File: config.mk
export PLATFORM = sky130hd
export DESIGN_NAME = reorder_buffer
export DESIGN_NICKNAME = d
export VERILOG_FILES = /design/src/rtl/reorder_buffer.sv
export SDC_FILE = /design/constraint.sdc
export NUM_CORES = 2
export LEC_CHECK = 0
export CELL_PAD_IN_SITES_DETAIL_PLACEMENT = 0
export CELL_PAD_IN_SITES_GLOBAL_PLACEMENT = 2
export CORE_ASPECT_RATIO = 0.75
export CORE_UTILIZATION = 41
export DETAILED_ROUTE_END_ITERATION = 7
export PLACE_DENSITY_LB_ADDON = 0.1
export SYNTH_ARGS = -nofsm -noshare
export SYNTH_HDL_FRONTEND = slang
export SYNTH_SLANG_ARGS = --single-unit
File: constraint.sdc
create_clock -name clk -period 5.3 [get_ports clk]
set_input_delay 0.795 -clock clk [delete_from_list [all_inputs] [get_ports clk]]
set_output_delay 0.795 -clock clk [all_outputs]
set_load 0.1 [all_outputs]
File: src/rtl/reorder_buffer.sv
// In-order-commit reorder buffer with wrap-bit pointers, multi-port CDB writeback,
// store-retire handshake and single-cycle branch/jalr flush. Optional macro: ROB_CDB_FORWARD_EN.
module reorder_buffer #(
    parameter  int DEPTH   = 8,
    parameter  int NUM_CDB = 2,
    localparam int TAG_W   = $clog2(DEPTH)
) (
    input  logic                     clk,
    input  logic                     rst,
    input  logic                     enq_valid,
    output logic                     enq_ready,
    input  logic [6:0]               enq_opcode,
    input  logic [4:0]               enq_rd,
    output logic [TAG_W-1:0]         enq_tag,
    input  logic [NUM_CDB-1:0]       cdb_valid,
    input  logic [NUM_CDB*TAG_W-1:0] cdb_tag,
    input  logic [NUM_CDB*32-1:0]    cdb_value,
    input  logic [NUM_CDB*32-1:0]    cdb_target_pc,
    input  logic [NUM_CDB-1:0]       cdb_redirect,
    output logic                     commit_valid,
    output logic [TAG_W-1:0]         commit_tag,
    output logic [4:0]               commit_rd,
    output logic [31:0]              commit_value,
    output logic                     store_commit_req,
    input  logic                     store_done,
    output logic [TAG_W-1:0]         head_tag,
    output logic                     flush,
    output logic [31:0]              redirect_pc,
    output logic [TAG_W:0]           count,
    output logic                     empty,
    output logic                     full
);

    typedef enum logic [1:0] {
        ST_EMPTY,
        ST_WAIT,
        ST_DONE
    } entry_state_t;

    localparam logic [6:0]   OP_BR    = 7'b1100011;
    localparam logic [6:0]   OP_JALR  = 7'b1100111;
    localparam logic [6:0]   OP_STORE = 7'b0100011;
    localparam logic [TAG_W:0] PTR_ONE = {{TAG_W{1'b0}}, 1'b1};

    entry_state_t      state_q  [DEPTH];
    logic [6:0]        opcode_q [DEPTH];
    logic [4:0]        rd_q     [DEPTH];
    logic [31:0]       value_q  [DEPTH];
    logic [31:0]       target_q [DEPTH];
    logic [DEPTH-1:0]  redir_q;

    logic [TAG_W:0]    head_q;
    logic [TAG_W:0]    tail_q;
    logic [TAG_W-1:0]  head_idx;
    logic [TAG_W-1:0]  tail_idx;
    logic              enq_fire;

    logic              head_is_store;
    logic              head_is_br;
    logic              head_is_jalr;
    logic              head_is_plain;

    logic              fwd_hit;
    logic [31:0]       fwd_value;

    logic              retire_fire;
    logic              commit_fire;
    logic [31:0]       commit_data;
    logic              flush_fire;
    logic [31:0]       flush_target;

    assign head_idx  = head_q[TAG_W-1:0];
    assign tail_idx  = tail_q[TAG_W-1:0];
    assign full      = (head_idx == tail_idx) && (head_q[TAG_W] != tail_q[TAG_W]);
    assign empty     = (head_q == tail_q);
    assign count     = tail_q - head_q;
    assign enq_ready = !full && !flush && !rst;
    assign enq_fire  = enq_valid && enq_ready;
    assign enq_tag   = tail_idx;
    assign head_tag  = head_idx;

    always_comb begin
        head_is_store = (opcode_q[head_idx] == OP_STORE);
        head_is_br    = (opcode_q[head_idx] == OP_BR);
        head_is_jalr  = (opcode_q[head_idx] == OP_JALR);
        head_is_plain = !(head_is_store || head_is_br || head_is_jalr);
    end

    assign store_commit_req = (state_q[head_idx] == ST_DONE) && head_is_store;

`ifdef ROB_CDB_FORWARD_EN
    // Descending scan so the lowest-numbered matching port is the one kept.
    always_comb begin
        fwd_hit   = 1'b0;
        fwd_value = '0;
        for (int p = NUM_CDB - 1; p >= 0; p--) begin
            if (cdb_valid[p] && (cdb_tag[p*TAG_W +: TAG_W] == head_idx)) begin
                fwd_hit   = 1'b1;
                fwd_value = cdb_value[p*32 +: 32];
            end
        end
    end
`else
    assign fwd_hit   = 1'b0;
    assign fwd_value = '0;
`endif

    always_comb begin
        retire_fire  = 1'b0;
        commit_fire  = 1'b0;
        commit_data  = '0;
        flush_fire   = 1'b0;
        flush_target = '0;
        if (state_q[head_idx] == ST_DONE) begin
            if (head_is_store) begin
                retire_fire = store_done;
            end else if (head_is_br) begin
                retire_fire  = 1'b1;
                flush_fire   = redir_q[head_idx];
                flush_target = target_q[head_idx];
            end else if (head_is_jalr) begin
                retire_fire  = 1'b1;
                commit_fire  = 1'b1;
                commit_data  = value_q[head_idx];
                flush_fire   = 1'b1;
                flush_target = target_q[head_idx];
            end else begin
                retire_fire = 1'b1;
                commit_fire = 1'b1;
                commit_data = value_q[head_idx];
            end
        end else if ((state_q[head_idx] == ST_WAIT) && fwd_hit && head_is_plain) begin
            retire_fire = 1'b1;
            commit_fire = 1'b1;
            commit_data = fwd_value;
        end
    end

    // Later assignments win: retire overrides a CDB write to the forwarded head.
    always_ff @(posedge clk) begin
        if (rst) begin
            for (int i = 0; i < DEPTH; i++) begin
                state_q[i] <= ST_EMPTY;
            end
            head_q       <= '0;
            tail_q       <= '0;
            commit_valid <= 1'b0;
            commit_tag   <= '0;
            commit_rd    <= '0;
            commit_value <= '0;
            flush        <= 1'b0;
            redirect_pc  <= '0;
        end else begin
            commit_valid <= commit_fire;
            commit_tag   <= commit_fire ? head_idx : '0;
            commit_rd    <= commit_fire ? rd_q[head_idx] : '0;
            commit_value <= commit_data;
            flush        <= flush_fire;
            redirect_pc  <= flush_fire ? flush_target : '0;
            if (flush_fire) begin
                for (int i = 0; i < DEPTH; i++) begin
                    state_q[i] <= ST_EMPTY;
                end
                head_q <= '0;
                tail_q <= '0;
            end else begin
                for (int p = NUM_CDB - 1; p >= 0; p--) begin
                    if (cdb_valid[p] && (state_q[cdb_tag[p*TAG_W +: TAG_W]] == ST_WAIT)) begin
                        state_q[cdb_tag[p*TAG_W +: TAG_W]]  <= ST_DONE;
                        value_q[cdb_tag[p*TAG_W +: TAG_W]]  <= cdb_value[p*32 +: 32];
                        target_q[cdb_tag[p*TAG_W +: TAG_W]] <= cdb_target_pc[p*32 +: 32];
                        redir_q[cdb_tag[p*TAG_W +: TAG_W]]  <= cdb_redirect[p];
                    end
                end
                if (retire_fire) begin
                    state_q[head_idx] <= ST_EMPTY;
                    head_q            <= head_q + PTR_ONE;
                end
                if (enq_fire) begin
                    state_q[tail_idx]  <= ST_WAIT;
                    opcode_q[tail_idx] <= enq_opcode;
                    rd_q[tail_idx]     <= enq_rd;
                    value_q[tail_idx]  <= '0;
                    tail_q             <= tail_q + PTR_ONE;
                end
            end
        end
    end

endmodule
Word level (Yosys, flattened, before mapping)
Memories as Yosys holds them, arrays and structs flattened. A register that Yosys moved wholly into a read port is not among the register bits.
Cells that the tools add are included.
{"block": "op_classes", "addsub": 3, "mul": 0, "n_div": 0, "magnitude_cmp": 5, "eq_ne": 9, "shift": 0, "mux": 70, "n_bitwise": 12, "n_reduce_logical": 21}
{"operator": "$mux W32", "count": 2}
{"operator": "$mux W1", "count": 37}
{"operator": "$mux W8", "count": 4}
{"operator": "$mux W3", "count": 10}
{"operator": "$mux W2", "count": 12}
{"operator": "$bwmux W8", "count": 2}
{"operator": "$eq A7 B7 Y1 const B", "count": 2}
{"operator": "$lt A3 B4 Y1 const B", "count": 3}
{"operator": "$reduce_or A2 Y1", "count": 6}
{"operator": "$logic_and A1 B1 Y1", "count": 9}
{"operator": "$add A4 B1 Y4 const B", "count": 2}
{"operator": "$or A1 B1 Y1", "count": 8}
{"operator": "$reduce_or A4 Y1", "count": 2}
{"operator": "$eq A7 B6 Y1 const B", "count": 1}
{"operator": "$demux W1 S3", "count": 2}
{"operator": "$ge A3 B1 Y1 const B", "count": 2}
{"operator": "$eq A2 B1 Y1 const B", "count": 2}
{"operator": "$eq A4 B4 Y1", "count": 1}
{"operator": "$not A1 Y1", "count": 4}
{"operator": "$sub A4 B4 Y4", "count": 1}
{"operator": "$bmux W1 S3", "count": 1}
{"operator": "$eq A3 B3 Y1", "count": 1}
{"operator": "$logic_not A1 Y1", "count": 3}
{"operator": "$eq A2 B2 Y1 const B", "count": 1}
{"operator": "other kinds (2)", "count": 2}
{"block": "word_totals", "register_bits": 53, "latch_bits": 0, "ram_bits": 624, "mem_bits_ro": 0, "inputBits": 154, "out_inout_bits": 88, "elab_cells": 132, "memories": 5}
{"name": "target_q", "depth": 8, "word_bits": 32, "read_ports": 1, "rd_clocked_by_memory_dff": 1, "write_ports": 2, "line_no": "49", "source": "logic [31:0] target_q [DEPTH];"}
{"name": "value_q", "depth": 8, "word_bits": 32, "read_ports": 1, "rd_clocked_by_memory_dff": 1, "write_ports": 3, "line_no": "48", "source": "logic [31:0] value_q [DEPTH];"}
{"name": "opcode_q", "depth": 8, "word_bits": 7, "read_ports": 1, "rd_clocked_by_memory_dff": 1, "write_ports": 1, "line_no": "46", "source": "logic [6:0] opcode_q [DEPTH];"}
{"name": "rd_q", "depth": 8, "word_bits": 5, "read_ports": 1, "rd_clocked_by_memory_dff": 1, "write_ports": 1, "line_no": "47", "source": "logic [4:0] rd_q [DEPTH];"}
{"name": "state_q", "depth": 8, "word_bits": 2, "read_ports": 3, "rd_clocked_by_memory_dff": 1, "write_ports": 8, "line_no": "45", "source": "entry_state_t state_q [DEPTH];"}

Depth between registers and ports, before layout
{"block": "logic_depth", "ltp_word": 12, "ltp_mapped": 11, "depth_no_buf": 9}

Worst setup path before layout
No wires, ideal clock.
{"block": "synth_path", "path_kind": "reg2out", "from": "register head_q[1]", "to": "output enq_ready", "arrival_time_ps": 3840, "t_required_ps": 4505, "path_slack_ps": 665, "stages_incl_launch_ff": 7, "path_buffers": 1, "path_cell_list": "dfxtp_1 clkbuf_1 inv_1 ha_1 nand3_1 nor2_1 nor3_1"}
{"block": "synth_between", "elab_chain_cells": 5}
{"item": "from (decl)", "line_no": "52", "source": "logic [TAG_W:0] head_q;"}
{"item": "from (signal assigned)", "line_no": "177", "source": "head_q <= head_q + PTR_ONE;"}
{"item": "$eq A3 B3 Y1", "line_no": "74", "source": "assign full = (head_idx == tail_idx) && (head_q[TAG_W] != tail_q[TAG_W]);"}
{"item": "$logic_and A1 B1 Y1", "line_no": "74"}
{"item": "named net full", "line_no": "31", "source": "output logic full"}
{"item": "$logic_not A1 Y1", "line_no": "77", "source": "assign enq_ready = !full && !flush && !rst;"}
{"item": "$logic_and A1 B1 Y1 (2 in series)", "line_no": "77"}
{"item": "to (decl)", "line_no": "11", "source": "output logic enq_ready,"}
The timed path passes the listed nets, and every way through them passes these cells.

==> results.yml <==
grt:
  grt_pass1_wl_mm: 169
  grt_start_max_net_pins: 51
  grt_util_all_layers_pct: 27.6
  overflow: 0
  grt_pass1_vias: 24200
  antenna_found_initial: 7
die:
  die_y_um: 250
  start_util_pct: 41.6
  ioPinCount: 242
  die_area_um2: 83100
  die_x_um: 332
  coreArea_um2: 80700
  rows: 90
layout:
  num-nets-final: 2961
  multiInputGateArea_um2: 13700
  drive_gt1_share_pct: 20.7
  finalInstanceArea_um2: 39600
  ff_latch_area_um2: 18000
  n_fill_cell: 7076
  areaGrowthSynthToFinish_pct: 17.8
routing:
  ant_nets: 0
  dr_total_vias: 24000
  vias_per_cell: 6.13
  drt-initial-drc-count: 2373
  wl_per_cell_um: 29.6
  wirelength_mm: 116
  drcViolationCount: 0
  drtPass1Iterations: 5
logic_synthesis:
  synth_edf_count: 360
  syn_avg_cell_area_um2: 12.5
  synth.area.top_cells: "edfxtp_1, dfxtp_1, mux2i_1, mux2_2, o32ai_1"
  synth_warnings: 0
  syn-cell-area_um2: 33600
  yosysSeqAreaShare_pct: 53.5
  ys.flop_type: "edfxtp_1"
  synthCells: 2681
  ys_ff_latch: 717
  synthArstFlopShare_pct: 0
  ys_types: 69
  synth_top_cell_area_share_pct: 32.2
  syn-num-nets: 2841
  synth_top_cell_by_area: "edfxtp_1"
worst_setup_path:
  crit_required_ns: 4.51
  cp_common_cell: "buf_4"
  cp_num_buf_inv: 2
  crit_slowest_cell: "dfxtp_4"
  crit_arrival_ns: 3.70
  worstSetupPathDepth: 7
  path_max_fanout: 28
  crit_type: "reg2out"
  path_cells: "mux4_2, mux2i_1, nand4_1, nor4_2, buf_4, and3_1, buf_4"
  cp-start-kind: "flip-flop"
  end_kind: "primary output"
  cp_slowest_stage_delay_ns: 0.63
  reg2regPathDepth: 7
  crit_family: "multiplexers"
sta:
  hold_viol: 0
  fin_skew_ns: 0.0229
  setup_viol_count_final: 0
  timing.final.crit_share_pct: 84.7
  slew_headroom_pct: 22.5
  tightest_slew_ns: 1.16
  slew_viol_final: 0
  tns_ns: 0
  max_freq_mhz: 223
  min_period_ns: 4.49
  rsz0062_at_grt: "false"
clocking:
  cts_resized: 0
  cts_buffers: 77
  insertion_delay_ns: 0.63
  tritoncts: "done"
  cts_max_level: 3
  postCtsHoldBufs: 0
  postCtsSetupRepairBufs: 0
  cts.reportedPaths.clkPinSlew_ns: 0.06
  cts_sinks: 717
  root_buffer: "clkbuf_16"
  cts_buffer_depth: 3
hold_path:
  min_path_cells: 2
  hold_class: "reg2reg"
  hp-start: "value_q[2][6]"
placed_design:
  dpl-instance-area_um2: 37100
  place_congestion: 0.875
  dp_hpwl_mm: 65.9
  port_buffers: 241
power_and_ir_drop:
  p_per_area_nw_per_um2: 337
  finalPower_uw: 13300
  vdd_drop_max_mv: 0.182
  leakagePower_uw: 0.0153
flow_run:
  cap_violations: 0
outcome:
  outcome: "finished, final reports clean"
==> layer usage <==
| metal | part of all wire (%) | global-route usage [%] | up-vias |
|---|---|---|---|
| li1 | - | - | 10500 |
| met1 | 46 | 40.0 | 12400 |
| met2 | 45 | 41.9 | 912 |
| met3 | 6.8 | 5.16 | 180 |
| met4 | 2.3 | 7.50 | 10 |
| met5 | 0.063 | 0 | - |
==> power by group <==
part           switching [uW]  internal (uW)
Sequential                313           6400
Clock                    2260           3120
Combinational             643            589
==> final timing paths <==
path         slack (ns)                to
max                0.81  store_commit_req
max reg2reg        1.16   target_q[5][19]
min                0.45     value_q[2][6]
min reg2reg        0.45     value_q[2][6]
==> layout make-up <==
type                            count  share of cell area (%)
Tap cell                         1058                    3.34
Multi-Input combinational cell   1421                    34.6
Antenna cell                        3                  0.0190
Clock buffer                      113                    5.67
Sequential cell                   717                    45.4
Inverter                          260                    2.47
Timing Repair Buffer              324                    7.97
Clock inverter                     25                   0.566
==> registers in the layout, indices dropped and copies added, names as in the netlist, named ones only <==
signal        flops
target_q        256
value_q         256
opcode_q         56
rd_q             40
commit_value     32
redirect_pc      32
state_q          16
redir_q           8
commit_rd         5
head_q            4
tail_q            4
commit_tag        3
commit_valid      1
flush             1
==> cells by family after synthesis <==
| group | after synthesis | synth area share (%) |
|---|---|---|
| AOI/OAI and AO/OA | 544 | 13.2 |
| xor gates and xnor gates | 5 | 0.130 |
| adders and majority gates | 6 | 0.246 |
| buffers and inverters | 543 | 6.72 |
| DFF | 717 | 53.5 |
| muxes | 643 | 22.9 |
| and+or+nand+nor | 223 | 3.32 |
==> worst min-delay path: stages, from the launching register on <==
cell and delay [ns]:
dfxtp_1 0.31, inv_1 0.05, o32ai_1 0.05
==> Yosys cell counts, types with 3 or more instances <==
cell	count
ha_1	5
or3_1	5
nand2_1	34
a31oi_1	38
nand2b_1	11
a22oi_1	79
o32ai_1	196
nand3_1	5
o22ai_1	34
mux4_2	75
a22o_1	70
buf_4	21
buf_6	6
nor2_1	72
edfxtp_1	360
a211oi_2	4
inv_1	258
nand3b_1	4
dfxtp_1	357
clkbuf_1	153
mux2i_1	308
nand4b_1	5
xnor2_1	5
nor4b_1	3
or2_2	4
o211ai_1	10
o221a_2	4
mux2_1	8
o21ai_0	9
and2_1	7
o221ai_1	3
mux2_2	252
nor3_1	44
buf_1	27
a221oi_1	39
a21oi_1	25
buf_2	75
o41ai_1	4
a211oi_1	3
o211ai_2	7
nor4_1	13
==> cell usage in the layout (no fill, tap or decap), types with 25 or more instances in the layout <==
master	instances
edfxtp_1	360
dfxtp_1	354
mux2i_1	308
inv_1	253
mux2_2	252
clkdlybuf4s50_1	238
o32ai_1	196
a22oi_1	79
clkbuf_16	79
buf_4	76
mux4_2	75
a22o_1	70
nor2_1	64
a221oi_1	38
a31oi_1	38
nor3_1	35
o22ai_1	33
nand2_1	28
a21oi_1	25
==> per-stage QoR <==
step | hold slack (ns) | util (%) | setup WS [ns] | instances
2_1_floorplan | 0.433 | - | 0.665 | 2681
3_3_place_gp | 0.440 | 46.0 | 0.934 | 3780
3_5_place_dp | 0.445 | 46.0 | 0.912 | 3780
4_1_cts | 0.454 | 49.0 | 0.808 | 3918
5_1_grt | 0.470 | 49.0 | 0.722 | 3920
6_report | 0.453 | 49.0 | 0.809 | 3921
No activity file was read; power rests on OpenSTA's default activity.
